## config.mk

```make
export PLATFORM = sky130hd
export DESIGN_NAME = tlp_receiver_flat
export DESIGN_NICKNAME = d
export VERILOG_FILES = /design/src/rtl/tlp_rx_pkg.sv /design/src/rtl/tlp_receiver_if.sv /design/src/rtl/tlp_rx_out_buf.sv /design/src/rtl/tlp_receiver.sv /design/src/flat_wrapper.sv
export SDC_FILE = /design/constraint.sdc
export NUM_CORES = 1
export LEC_CHECK = 0
export CORE_MARGIN = 3
export CORE_UTILIZATION = 37
export DETAILED_ROUTE_END_ITERATION = 12
export PLACE_DENSITY = 0.78
export SLEW_MARGIN = 20
export SYNTH_ARGS = -nofsm -noshare
export SYNTH_HDL_FRONTEND = slang
export SYNTH_SLANG_ARGS = --single-unit
```

## constraint.sdc

```tcl
create_clock -name clk -period 2.7 [get_ports clk]
set_input_delay 0.54 -clock clk [delete_from_list [all_inputs] [get_ports clk]]
set_output_delay 0.54 -clock clk [all_outputs]
set_load 0.02 [all_outputs]
```

## src/rtl/tlp_rx_pkg.sv

```systemverilog
// tlp_receiver shared definitions: framing tokens, FSM states,
// and the length-field decoder.
package tlp_rx_pkg;

  localparam logic [7:0] TLP_STP = 8'hFA;
  localparam logic [7:0] TLP_EDB = 8'hFB;

  typedef enum logic [1:0] {
    IDLE,
    COLLECT,
    EDB_CHECK
  } tlp_rx_state_e;

  // Length field 0 encodes the maximum of four DWs.
  function automatic logic [2:0] len_to_dw(input logic [1:0] enc);
    return (enc == 2'd0) ? 3'd4 : {1'b0, enc};
  endfunction

endpackage

```

## src/rtl/tlp_receiver_if.sv

```systemverilog
// Symbol stream in, reassembled TLP out, plus the status pulses.
// master drives symbols and ready; slave is the receiver.
interface tlp_receiver_if;
  logic         rx_valid;
  logic [7:0]   rx_symbol;
  logic [1:0]   tlp_length;
  logic         tlp_out_ready;
  logic         tlp_out_valid;
  logic [127:0] tlp_out_data;
  logic [2:0]   tlp_out_dwords;
  logic         rx_nullified;
  logic         rx_error;
  logic         rx_overflow;

  modport master (
    output rx_valid, rx_symbol, tlp_length, tlp_out_ready,
    input  tlp_out_valid, tlp_out_data, tlp_out_dwords,
    input  rx_nullified, rx_error, rx_overflow
  );

  modport slave (
    input  rx_valid, rx_symbol, tlp_length, tlp_out_ready,
    output tlp_out_valid, tlp_out_data, tlp_out_dwords,
    output rx_nullified, rx_error, rx_overflow
  );
endinterface

```

## src/rtl/tlp_rx_out_buf.sv

```systemverilog
// One-entry valid/ready holding register for committed TLPs.
// A commit that finds it full and unacknowledged is dropped.
module tlp_rx_out_buf (
  input  logic         clk,
  input  logic         rst_n,
  input  logic         commit,
  input  logic [127:0] in_data,
  input  logic [2:0]   in_dwords,
  input  logic         ready,
  output logic         valid,
  output logic [127:0] data,
  output logic [2:0]   dwords,
  output logic         overflow
);

  always_ff @(posedge clk) begin
    if (!rst_n) begin
      valid    <= 1'b0;
      data     <= '0;
      dwords   <= '0;
      overflow <= 1'b0;
    end else begin
      overflow <= 1'b0;
      if (commit) begin
        if (!valid || ready) begin
          valid  <= 1'b1;
          data   <= in_data;
          dwords <= in_dwords;
        end else begin
          overflow <= 1'b1;
        end
      end else if (valid && ready) begin
        valid <= 1'b0;
      end
    end
  end

endmodule

```

## src/rtl/tlp_receiver.sv

```systemverilog
// TLP receiver: STP/payload/EDB deframing into a 128-bit word.
// TLP_RX_STATS_EN adds saturating good/nullified/error counters.
module tlp_receiver
  import tlp_rx_pkg::*;
#(
  parameter int TIMEOUT_CYCLES = 16
) (
  input  logic clk,
  input  logic rst_n,
  tlp_receiver_if.slave rx
`ifdef TLP_RX_STATS_EN
  ,
  output logic [15:0] stat_good,
  output logic [15:0] stat_nullified,
  output logic [15:0] stat_error
`endif
);

  localparam int TW = $clog2(TIMEOUT_CYCLES + 1);

  tlp_rx_state_e state_q, state_d;
  logic [1:0]    cnt_q, cnt_d;
  logic [2:0]    len_q, len_d;
  logic [TW-1:0] tmo_q, tmo_d;
  logic [7:0]    sym_q [4];
  logic [7:0]    sym_d [4];
  logic          null_d, err_d, commit;
  logic [127:0]  pkt;

  logic is_stp, is_edb;
  assign is_stp = rx.rx_valid && (rx.rx_symbol == TLP_STP);
  assign is_edb = rx.rx_valid && (rx.rx_symbol == TLP_EDB);

  always_comb begin
    pkt = '0;
    for (int k = 0; k < 4; k++)
      pkt[127-32*k -: 8] = sym_q[k];
  end

  always_comb begin
    state_d = state_q;
    cnt_d   = cnt_q;
    len_d   = len_q;
    tmo_d   = tmo_q;
    sym_d   = sym_q;
    null_d  = 1'b0;
    err_d   = 1'b0;
    commit  = 1'b0;
    unique case (state_q)
      IDLE: begin
        if (is_stp) begin
          state_d = COLLECT;
          len_d   = len_to_dw(rx.tlp_length);
          cnt_d   = '0;
          tmo_d   = '0;
          sym_d   = '{default: '0};
        end
      end
      COLLECT: begin
        if (rx.rx_valid) begin
          sym_d[cnt_q] = rx.rx_symbol;
          tmo_d = '0;
          cnt_d = cnt_q + 2'd1;
          if ({1'b0, cnt_q} == len_q - 3'd1)
            state_d = EDB_CHECK;
        end else if (tmo_q == TW'(TIMEOUT_CYCLES - 1)) begin
          err_d   = 1'b1;
          state_d = IDLE;
        end else begin
          tmo_d = tmo_q + TW'(1);
        end
      end
      EDB_CHECK: begin
        state_d = IDLE;
        if (is_edb) begin
          null_d = 1'b1;
        end else begin
          commit = 1'b1;
          // Back-to-back TLP: STP may land in the EDB window
          if (is_stp) begin
            state_d = COLLECT;
            len_d   = len_to_dw(rx.tlp_length);
            cnt_d   = '0;
            tmo_d   = '0;
            sym_d   = '{default: '0};
          end
        end
      end
      default: state_d = IDLE;
    endcase
  end

  always_ff @(posedge clk) begin
    if (!rst_n) begin
      state_q         <= IDLE;
      cnt_q           <= '0;
      len_q           <= '0;
      tmo_q           <= '0;
      sym_q           <= '{default: '0};
      rx.rx_nullified <= 1'b0;
      rx.rx_error     <= 1'b0;
    end else begin
      state_q         <= state_d;
      cnt_q           <= cnt_d;
      len_q           <= len_d;
      tmo_q           <= tmo_d;
      sym_q           <= sym_d;
      rx.rx_nullified <= null_d;
      rx.rx_error     <= err_d;
    end
  end

  tlp_rx_out_buf u_out_buf (
    .clk       (clk),
    .rst_n     (rst_n),
    .commit    (commit),
    .in_data   (pkt),
    .in_dwords (len_q),
    .ready     (rx.tlp_out_ready),
    .valid     (rx.tlp_out_valid),
    .data      (rx.tlp_out_data),
    .dwords    (rx.tlp_out_dwords),
    .overflow  (rx.rx_overflow)
  );

`ifdef TLP_RX_STATS_EN
  always_ff @(posedge clk) begin
    if (!rst_n) begin
      stat_good      <= '0;
      stat_nullified <= '0;
      stat_error     <= '0;
    end else begin
      if (commit && stat_good != 16'hFFFF)
        stat_good <= stat_good + 16'd1;
      if (null_d && stat_nullified != 16'hFFFF)
        stat_nullified <= stat_nullified + 16'd1;
      if (err_d && stat_error != 16'hFFFF)
        stat_error <= stat_error + 16'd1;
    end
  end
`endif

endmodule

```

## src/flat_wrapper.sv

```systemverilog
// flat-port wrapper written by rule: the top's interface ports become plain ports
module tlp_receiver_flat import tlp_rx_pkg::*;
#(
  parameter int TIMEOUT_CYCLES = 16
)
  (clk, rst_n, rx_rx_valid, rx_rx_symbol, rx_tlp_length, rx_tlp_out_ready, rx_tlp_out_valid, rx_tlp_out_data, rx_tlp_out_dwords, rx_rx_nullified, rx_rx_error, rx_rx_overflow);
  tlp_receiver_if rx_i ();
  input  logic clk;
  input  logic rst_n;
  input wire logic [$bits(rx_i.rx_valid)-1:0] rx_rx_valid;
  input wire logic [$bits(rx_i.rx_symbol)-1:0] rx_rx_symbol;
  input wire logic [$bits(rx_i.tlp_length)-1:0] rx_tlp_length;
  input wire logic [$bits(rx_i.tlp_out_ready)-1:0] rx_tlp_out_ready;
  output wire logic [$bits(rx_i.tlp_out_valid)-1:0] rx_tlp_out_valid;
  output wire logic [$bits(rx_i.tlp_out_data)-1:0] rx_tlp_out_data;
  output wire logic [$bits(rx_i.tlp_out_dwords)-1:0] rx_tlp_out_dwords;
  output wire logic [$bits(rx_i.rx_nullified)-1:0] rx_rx_nullified;
  output wire logic [$bits(rx_i.rx_error)-1:0] rx_rx_error;
  output wire logic [$bits(rx_i.rx_overflow)-1:0] rx_rx_overflow;
  assign rx_i.rx_valid = rx_rx_valid;
  assign rx_i.rx_symbol = rx_rx_symbol;
  assign rx_i.tlp_length = rx_tlp_length;
  assign rx_i.tlp_out_ready = rx_tlp_out_ready;
  assign rx_tlp_out_valid = rx_i.tlp_out_valid;
  assign rx_tlp_out_data = rx_i.tlp_out_data;
  assign rx_tlp_out_dwords = rx_i.tlp_out_dwords;
  assign rx_rx_nullified = rx_i.rx_nullified;
  assign rx_rx_error = rx_i.rx_error;
  assign rx_rx_overflow = rx_i.rx_overflow;
  tlp_receiver #(.TIMEOUT_CYCLES(TIMEOUT_CYCLES)) u_core (.clk(clk), .rst_n(rst_n), .rx(rx_i));
endmodule
```

* Yosys cells after proc, flatten, opt, wreduce, memory -nomap -nowiden
Cells that the tools add are included.
** Cells by class
- Magnitude comparators :: 2
- Equal/unequal tests :: 13
- Mux-type cells :: 35
- Reduce and logical (&&, ||, !) cells :: 20
- Add/sub/neg operators :: 3
- Bitwise operators :: 3
** Operator list (count)
- $mux 32 :: 3
- $pmux 32 s3 :: 1
- $bwmux 32 :: 1
- $mux 5 :: 4
- $demux 8 s2 :: 1
- $eq 8x8->1 const B :: 2
- $mux 2 :: 8
- $pmux 5 s3 :: 1
- $pmux 2 s3 :: 2
- $reduce_and 2->1 :: 5
- $mux 1 :: 9
- $mux 3 :: 3
- $reduce_and 3->1 :: 3
- $mux 8 :: 1
- $ne 2x2->1 const B :: 3
- $ne 3x2->1 const B :: 2
- $pmux 3 s2 :: 1
- $add 5x1->5 const B :: 1
- $eq 5x4->1 const B :: 1
- $logic_and 1x1->1 :: 4
- $logic_not 2->1 :: 2
- $reduce_bool 2->1 :: 2
- $eq 2x3->1 :: 1
- $ge 3x3->1 const B :: 1
- 13 further kinds :: 14
** Word-level totals
- Output and inout port bits :: 135
- Input bits :: 14
- Logic and storage cells :: 90
- Flip-flop bits (word level) :: 83

* Logic depth before layout (Yosys ltp)
Gate-level depths: netlist of the first run.
- Word-level depth :: 8
- Gate-level depth with buffers :: 7
- Mapped depth without buffers :: 7

* Cells and area by module
A second synthesis of the first run with hierarchy kept.
** Unflattened totals
- Cells, all modules :: 807
- Area, all modules :: 7269.5 µm²
** By module, submodules not included
- tlp_rx_out_buf :: times used 1, seq. area each 2662.6 µm², area an instance 5297.6 µm², cells an instance 574
- tlp_receiver :: times used 1, seq. area each 920.9 µm², area an instance 1971.9 µm², cells an instance 233

* Worst setup path after synthesis of the first run
Ideal clock, no wire load.
- Path kind :: in2reg
- Start point :: input rx_rx_symbol[2]
- End point :: register u_core.sym_q (netlist bit u_core.pkt[56])
- Stages on the path :: 5
- Setup slack :: 0.951 ns
- Data arrival time :: 1.612 ns
- Buffers on the path :: 1
- Setup time :: 0.137 ns
- Required time :: 2.563 ns
- Cells stage by stage :: and4b_1 > clkbuf_1 > nand3b_1 > a22oi_2 > o22ai_1
** Between the ends
- Word-level cells in the longest chain between the ends :: 5
- Elaborated cells on any way between the ends :: 9
- Those cells by class :: eq/ne (3); mux (3); reduce/logical (3)
** RTL lines
- from (decl) :: line flat_wrapper.sv:11 : input wire logic [$bits(rx_i.rx_symbol)-1:0] rx_rx_symbol;
- $eq 8x8->1 :: line tlp_receiver.sv:31 : assign is_stp = rx.rx_valid && (rx.rx_symbol == TLP_STP);
- $logic_and 1x1->1 :: line tlp_receiver.sv:31
- $mux 32 (2 in series)
- $pmux 32 s3
- to (signal assigned) :: line tlp_receiver.sv:107 : sym_q <= sym_d;
- to (decl) :: line tlp_receiver.sv:25 : logic [7:0] sym_q [4];
Parallel ways exist; a longest one is shown, timed or not. The select of a mux whose other input is x is not followed.
A chain may end at the register's enable or synchronous reset.

* Final worst setup path of the first run
- Start point :: input rx_rx_valid
- End point :: register u_core.sym_q (netlist bit u_core.pkt[61])
** Between the ends
- Word-level cells in the longest chain between the ends :: 4
- Elaborated cells on any way between the ends :: 8
- Those cells by class :: eq/ne (2); mux (3); reduce/logical (3)
** RTL lines
- from (decl) :: line flat_wrapper.sv:10 : input wire logic [$bits(rx_i.rx_valid)-1:0] rx_rx_valid;
- $logic_and 1x1->1 :: line tlp_receiver.sv:31
- $mux 32 (2 in series)
- $pmux 32 s3
Parallel ways exist; a longest one is shown, timed or not. The select of a mux whose other input is x is not followed.

==> metrics.md, run 1 <==
| Metric | Value |
|---|---|
| Cells after DPL | 628 |
| Hold_buf cts | 0 |
| Post-Route Setup TNS | 0 ns |
| Vias per cell | 4.56 |
| Largest net degree at the start of global routing | 71 |
| Fmax | 0.474 GHz |
| RR Endpoint | u_core.pkt[61]$_SDFFE_PN0P_ |
| Die Height | 109 um |
| Placement Setup Slack | around 0.24 ns |
| Register-to-Register Setup Slack | 0.75 ns |
| CTS buffer count | 9 |
| CTS Root Cell | clkbuf_8 |
| Final setup margin | between 0.5 and 0.6 ns |
| Startpoint types | primary input |
| WS Path Type | primary input to register |
| GRT overflow | 0 |
| Setup violations, final | 0 |
| Clock Path Buffers | 2 |
| Skew final | ~0.011 ns |
| PwrDens | approximately 520 nW/um2 |
| YS warnings | 0 |
| Remaining antenna violation count | 0 |
| CTS Sinks | between 80 and 90 |
| Cells after synthesis | 467 |
| Status | complete, no violations |
| WL final | 8100 um |
| Antenna violations before repair | 0 |
| Tmin final | 2.11 ns |
| Sequential fraction of the synthesis area | 42.7% |
| CTS tree | built |
| Area of the mapped netlist | 3890 um2 |
| Ys async rst share | 0% |
| Critical Path RT | approximately 2.9 ns |
| Synth area leader | dfxtp_1 |
| Final net count | ~530 |
| Worst Path Max Fanout | 9 |
| First drt pass iteration count | 5 |
| DR DRC count | 0 |
| Worst hold-check path type | register to register |
| Most frequent cells after synthesis | buf_4, nand2_1, dfxtp_1 |
| ANT cells | 0 |
| Main synth FF type | dfxtp_1 |
| Hold path cells | 2 |
| H-Tree Depth | 3 |
| Post-CTS sizing | 0 |
| Non-Filler Instances | 644 |
| Vias | 2934 |
| Max_cap viols | 0 |
| Port Buffers | 52 |
| Slew @ Worst Pin | 0.503 ns |
| Slew HR | between 60 and 70% |
| Reg2Reg Depth | 4 |
| Max stage delay on crit path | 0.56 ns |
| WHS Endpoint | u_core.u_out_buf.data[122]$_SDFFE_PN0P_ |
| Unique cell type count in the Yosys netlist | 34 |
| Per-cell routed wire length | 12.6 um |
| Period utilization | 78.1% |
| Synth top area share | 42.7% |
| Worst Setup End Kind | register |
| Share of layout cells above drive strength 1 | 4.89% |
| Initial Util | 38.9% |
| CP cell instances | clkdlybuf4s50_1 -> and3b_1 -> nand2_1 -> a22oi_2 -> o22ai_1 |
| CP max-delay cell | clkdlybuf4s50_1 |
| Post-layout utilization of the core | 43.3% |
| Setup bufs post-CTS | 0 |
| Slew Limit Fails | 0 |
| Top-count cell post-synth | buf_4 |
| Cell Rows | 36 |
| Overall Global Routing Usage | 13.8% |
| EDFF count, synth | 0 |
| Die footprint | 11800 um2 |
| Die extent in x | 109 um |
| Worst flop-to-flop path startpoint | u_core.state_q[0]$_SDFFE_PN0P_ |
| Number of global-route vias before repair | 2706 |
| Area growth from synthesis to layout | 11.3% |
| P_leak | ~1.7 nW |
| Fillers | 996 |
| Area of placed instances | 4150 um2 |
| Core area | roughly 10000 um2 |
| Seq cells post-synth | 83 |
| Avg Inst Size Synth | about 8.3 um2 |
| Hold Vio Cnt, Final | 0 |
| RSZ-0062 raised after global routing | no |
| Ranking of synthesized cells by area | dfxtp_1, buf_4, nand2_1 |
| Post-DP HPWL | 5900 um |
| Crit path DAT | 2.33 ns |
| Worst skew pair latency | 0.36 ns |
| Global placement routability congestion | 0.859 |
| Ports | 149 |
| Clock transition at the registers of the reported paths | about 0.090 ns |
| Final Instance Area | 4330 um2 |
| Initial DRC Count | 218 |
| First-pass GRT wire length | between 10000 and 15000 um |
| Worst IR Drop VDD | 0.000249 V |
| HP Start | u_core.u_out_buf.data[122]$_SDFFE_PN0P_ |
-- logic make-up (layout without fill, tap and decap cells) --
| family | count (synthesis) | count (layout) | share of synthesized area [%] |
|---|---|---|---|
| adder cells (fa/ha/maj) | 7 | 7 | 2.25 |
| XOR/XNOR | 3 | 3 | 0.675 |
| AO/OA/AOI/OAI | 85 | 85 | 13.2 |
| flip-flops | 83 | 83 | 42.7 |
| buffers and inverters | 128 | 77 | 21.9 |
| multiplexers | 4 | 4 | 1.03 |
| AND/OR/NAND/NOR | 156 | 156 | 18.2 |
| other | 1 | 96 | 0.0963 |
-- cell type report --
type	instances	area, um2	area share (%)
multi-input cells	351	1750	40.3
well taps	133	166	3.84
inverters	6	22.5	0.520
clock inverters	6	46.3	1.07
clock buffers	10	138	3.18
repair buffers	55	553	12.8
flip-flops and latches	83	1660	38.3
-- registers in the layout, summed over array words and instances (netlist names) --
| register | cells |
|---|---|
| u_core.cnt_q | 2 |
| u_core.len_q | 3 |
| u_core.pkt | 32 |
| u_core.rx.rx_error | 1 |
| u_core.rx.rx_nullified | 1 |
| u_core.state_q | 2 |
| u_core.tmo_q | 5 |
| u_core.u_out_buf.data | 32 |
| u_core.u_out_buf.dwords | 3 |
| u_core.u_out_buf.overflow | 1 |
| u_core.u_out_buf.valid | 1 |
-- metrics by stage --
step / hold WS [ns] / power [mW]
after floorplan: 0.436 / 1.51
after global placement: 0.438 / 1.44
after detailed placement: 0.441 / 1.44
after CTS: 0.455 / 2.26
after global routing: 0.471 / 2.32
final: 0.452 / 2.24
-- worst max-delay path: cells and delay by family --
| family | cells | cell delay [ns] |
|---|---|---|
| buffers and inverters | 1 | 0.56 |
| AOI/OAI and AO/OA | 2 | 0.57 |
| and+or+nand+nor | 2 | 0.66 |
-- power breakdown --
part | switching [mW] | leakage (nW) | total (mW) | internal [mW]
registers | 0.000254 | 0.668 | 1.22 | 1.22
logic | 0.168 | 0.900 | 0.191 | 0.0227
clock network | 0.464 | 0.0893 | 0.829 | 0.365
total | 0.632 | 1.66 | 2.24 | 1.61
-- metal layers --
layer	vias to the layer above	GRT usage [%]	wire length [um]	part of all wire, %
met2	115	22.8	3870	48
met4	0	4.42	137	1.7
met5	-	0	0	0
met3	13	4.06	580	7.2
met1	1343	17.3	3500	43
li1	1463	-	-	-
-- placed cells by master, fill, tap and decap left out, drive strengths merged --
cell | synthesis | final
or3 | 3 | 3
clkinv | 0 | 2
nor3 | 3 | 3
a311oi | 1 | 1
mux2i | 4 | 4
o21ai | 38 | 38
clkbuf | 17 | 10
nand3 | 38 | 38
and3 | 5 | 5
and4 | 1 | 1
or4b | 1 | 1
dfxtp | 83 | 83
nand2b | 2 | 2
o22ai | 32 | 32
and3b | 1 | 1
xnor2 | 2 | 2
xor2 | 1 | 1
conb | 1 | 96
and4b | 1 | 1
nor2b | 4 | 4
a22oi | 4 | 4
a21oi | 7 | 7
nand3b | 1 | 1
or3b | 1 | 1
clkinvlp | 0 | 2
a32oi | 1 | 1
ha | 7 | 7
or4 | 1 | 1
buf | 105 | 4
nand2 | 86 | 86
a31oi | 1 | 1
inv | 6 | 8
clkdlybuf4s50 | 0 | 51
o21a | 1 | 1
nor2 | 8 | 8
-- worst max-delay path by stage --
stage / startpoint / to / slack [ns] / depth (start not counted)
final: rx_rx_valid / u_core.pkt[61]$_SDFFE_PN0P_ / 0.59 / 5
after global placement: rx_rx_valid / u_core.pkt[56]$_SDFFE_PN0P_ / 0.34 / 5
after CTS: rx_rx_valid / u_core.pkt[61]$_SDFFE_PN0P_ / 0.62 / 5
after floorplan: rx_rx_symbol[2] / u_core.pkt[56]$_SDFFE_PN0P_ / 0.95 / 5
after detailed placement: rx_rx_valid / u_core.pkt[59]$_SDFFE_PN0P_ / 0.24 / 5
after global routing: rx_rx_valid / u_core.pkt[56]$_SDFFE_PN0P_ / 0.43 / 5
No activity file was read; power rests on OpenSTA's default activity.
==> run 2, diff against run 1 <==
--- a/config.mk
+++ b/config.mk
@@ -8,7 +8,7 @@
 export CORE_MARGIN = 3
 export CORE_UTILIZATION = 37
 export DETAILED_ROUTE_END_ITERATION = 12
-export PLACE_DENSITY = 0.78
+export PLACE_DENSITY = 0.81
 export SLEW_MARGIN = 20
 export SYNTH_ARGS = -nofsm -noshare
 export SYNTH_HDL_FRONTEND = slang
==> constraint.sdc (replaced) <==
create_clock -name clk -period 1.9 [get_ports clk]
set_input_delay 0.38 -clock clk [delete_from_list [all_inputs] [get_ports clk]]
set_output_delay 0.38 -clock clk [all_outputs]
set_load 0.02 [all_outputs]
==> metrics.md, run 2 (synthesis results as in run 1) <==
| Metric | Value |
|---|---|
| Clock Path Buffers | 2 (unchanged) |
| H-Tree Depth | 3 (unchanged) |
| Most common cell after layout, fill and taps aside | conb_1 |
| Worst flop-to-flop path startpoint | u_core.tmo_q[0]$_SDFFE_PN0P_ |
| Placement Setup Slack | -0.249 ns (-0.489 ns) |
| Worst hold-check path type | primary input to register |
| CP startpoint | rx_rx_symbol[7] |
| Most frequent cells in the layout | conb_1, nand2_1, dfxtp_1 |
| Skew final | 0.00977 ns (-0.00126 ns) |
| Ports | 149 (unchanged) |
| Register-to-Register Setup Slack | 0.14 ns (-0.61 ns) |
| Port Buffers | 52 (unchanged) |
| GRT overflow | 0 (unchanged) |
| Worst IR Drop VDD | 0.000273 V (+9.9%) |
| Period utilization | between 90% and 100% |
| Initial Util | 38.9% (unchanged) |
| Setup bufs post-CTS | 0 (unchanged) |
| CTS Sinks | 83 (unchanged) |
| Area growth from synthesis to layout | 16.9% |
| RR Endpoint | u_core.tmo_q[2]$_SDFFE_PN0P_ |
| CTS Root Cell | clkbuf_8 |
| Reg area | 1660 um2 (unchanged) |
| Internal power | 2.27 mW (+41%) |
| Fmax | roughly 0.56 GHz |
| Share of layout cells above drive strength 1 | 9.14% (+4.2 points) |
| Final net count | 552 (+4.7%) |
| Die extent in x | 109 um (unchanged) |
| Core area | 10000 um2 (unchanged) |
| Post-DP HPWL | 6300 um (+6.8%) |
| Per-cell routed wire length | 12.7 um (+0.83%) |
| Critical Path RT | 2.14 ns (-0.78 ns) |
| WS Path Type | primary input to register |
| Setup violations, final | 0 (unchanged) |
| Worst Setup End Kind | register |
| Largest net degree at the start of global routing | 49 (-31%) |
| Area of placed instances | 4370 um2 (+5.4%) |
| P_leak | 1.79 nW (+7.8%) |
| Slew Limit Fails | 0 (unchanged) |
| Crit path DAT | 2.02 ns (-0.31 ns) |
| Remaining antenna violation count | 0 (unchanged) |
| PwrDens | 700 nW/um2 (+35%) |
| Switch Pwr | 0.911 mW (+44%) |
| Initial DRC Count | 201 (-7.8%) |
| Net Sw Frac | 28.6% (+0.45 points) |
| Clock network power share | 36.4% (-0.6 points) |
| Reg2Reg Depth | 8 (+4) |
| Startpoint types | primary input |
| Fillers | 970 (-2.6%) |
| Die footprint | 11800 um2 (unchanged) |
| Worst setup path endpoint | u_core.pkt[58]$_SDFFE_PN0P_ |
| RSZ-0062 raised after global routing | no |
| Worst skew pair latency | 0.37 ns (about the same) |
| Final setup margin | 0.119 ns (-0.472 ns) |
| Multi-input logic area | 1750 um2 (unchanged) |
| Global placement routability congestion | 0.892 (+3.9%) |
| HP Start | rst_n |
| Worst Path Max Fanout | 8 (-1) |
| Reg power frac | 54.6% (about the same) |
| Post-CTS sizing | 0 (unchanged) |
| Vias per cell | 4.59 (+0.79%) |
| Hold_buf cts | 0 (unchanged) |
| CTS tree | built |
| Clock transition at the registers of the reported paths | 0.09 ns (about the same) |
| DR DRC count | 0 (unchanged) |
| ANT cells | 0 (unchanged) |
| Vias | 3072 (+4.7%) |
| Antenna violations before repair | 0 (unchanged) |
| Status | complete, no violations |
| Tmin final | between 1.5 and 2 ns |
| WL final | 8480 um (+4.7%) |
| CTS buffer count | 9 (unchanged) |
| Hold Vio Cnt, Final | 0 (unchanged) |
| Number of global-route vias before repair | 2742 (+1.3%) |
| Cell Rows | 36 (unchanged) |
| Max_cap viols | 0 (unchanged) |
| Die Height | 109 um (unchanged) |
| Final Instance Area | 4550 um2 (+5.0%) |
| First drt pass iteration count | 4 (-1) |
| Comb power frac | 9.0% (+0.5 points) |
| Overall Global Routing Usage | 14.5% (+0.73 points) |
| First-pass GRT wire length | 13300 um (+3.0%) |
run 2: how the worst min path moves through the flow:
stage                                                         end  slack [ns]  cells after the start
after floorplan                       u_core.pkt[24]$_SDFFE_PN0P_        0.44                      2
after global placement    u_core.u_out_buf.dwords[2]$_SDFFE_PN0P_        0.44                      2
after detailed placement   u_core.u_out_buf.data[31]$_SDFFE_PN0P_        0.44                      2
after CTS                          u_core.state_q[0]$_SDFFE_PN0P_        0.38                      2
after global routing               u_core.state_q[0]$_SDFFE_PN0P_        0.41                      2
final                              u_core.state_q[0]$_SDFFE_PN0P_        0.40                      2
run 2: metal layers:
layer	up-vias	track usage [%]	wire (um)
met2	124	23.8	4100
met1	1415	17.4	3360
met3	16	4.90	836
met4	0	5.95	186
met5	-	0	0
li1	1517	-	-
run 2: worst max-delay path, stage by stage:
cell	delay, ns
clkdlybuf4s50_1	0.48
and4b_1	0.34
nand3b_1	0.12
buf_4	0.17
a22oi_2	0.36
o22ai_1	0.16
run 2: power groups by stage:
stage	Sequential, mW	Combinational, mW	Clock, mW
floorplan	1.78	0.368	0
global placement	1.78	0.278	0
detailed placement	1.78	0.279	0
CTS	1.74	0.280	1.18
global route	1.74	0.308	1.27
finish	1.74	0.286	1.16
run 2: layout make-up:
class,count,share of cell area (%)
multi-input combinational,351,38.4
inverter,6,0.495
timing repair buffer,80,17.1
sequential,83,36.5
clock buffer,10,2.80
clock inverter,6,1.07
tap,133,3.66
run 2: stage by stage:
stage / setup TNS, ns / power (mW) / hold slack (ns) / utilization (%) / std cells
after floorplan: 0 / 2.15 / 0.436 / - / 562
after global placement: -7.87 / 2.06 / 0.439 / 43.7 / 653
after detailed placement: -9.98 / 2.06 / 0.439 / 43.7 / 653
after CTS: 0 / 3.20 / 0.383 / 45.5 / 669
after global routing: 0 / 3.31 / 0.406 / 45.5 / 669
final: 0 / 3.18 / 0.399 / 45.5 / 669
==> run 3, diff against run 2 <==
--- a/config.mk
+++ b/config.mk
@@ -9,6 +9,7 @@
 export CORE_UTILIZATION = 37
 export DETAILED_ROUTE_END_ITERATION = 12
 export PLACE_DENSITY = 0.81
+export SKIP_LAST_GASP = 1
 export SLEW_MARGIN = 20
 export SYNTH_ARGS = -nofsm -noshare
 export SYNTH_HDL_FRONTEND = slang
==> results of run 3 <==
Final layout, timing and power as in run 2 (identical DEF).
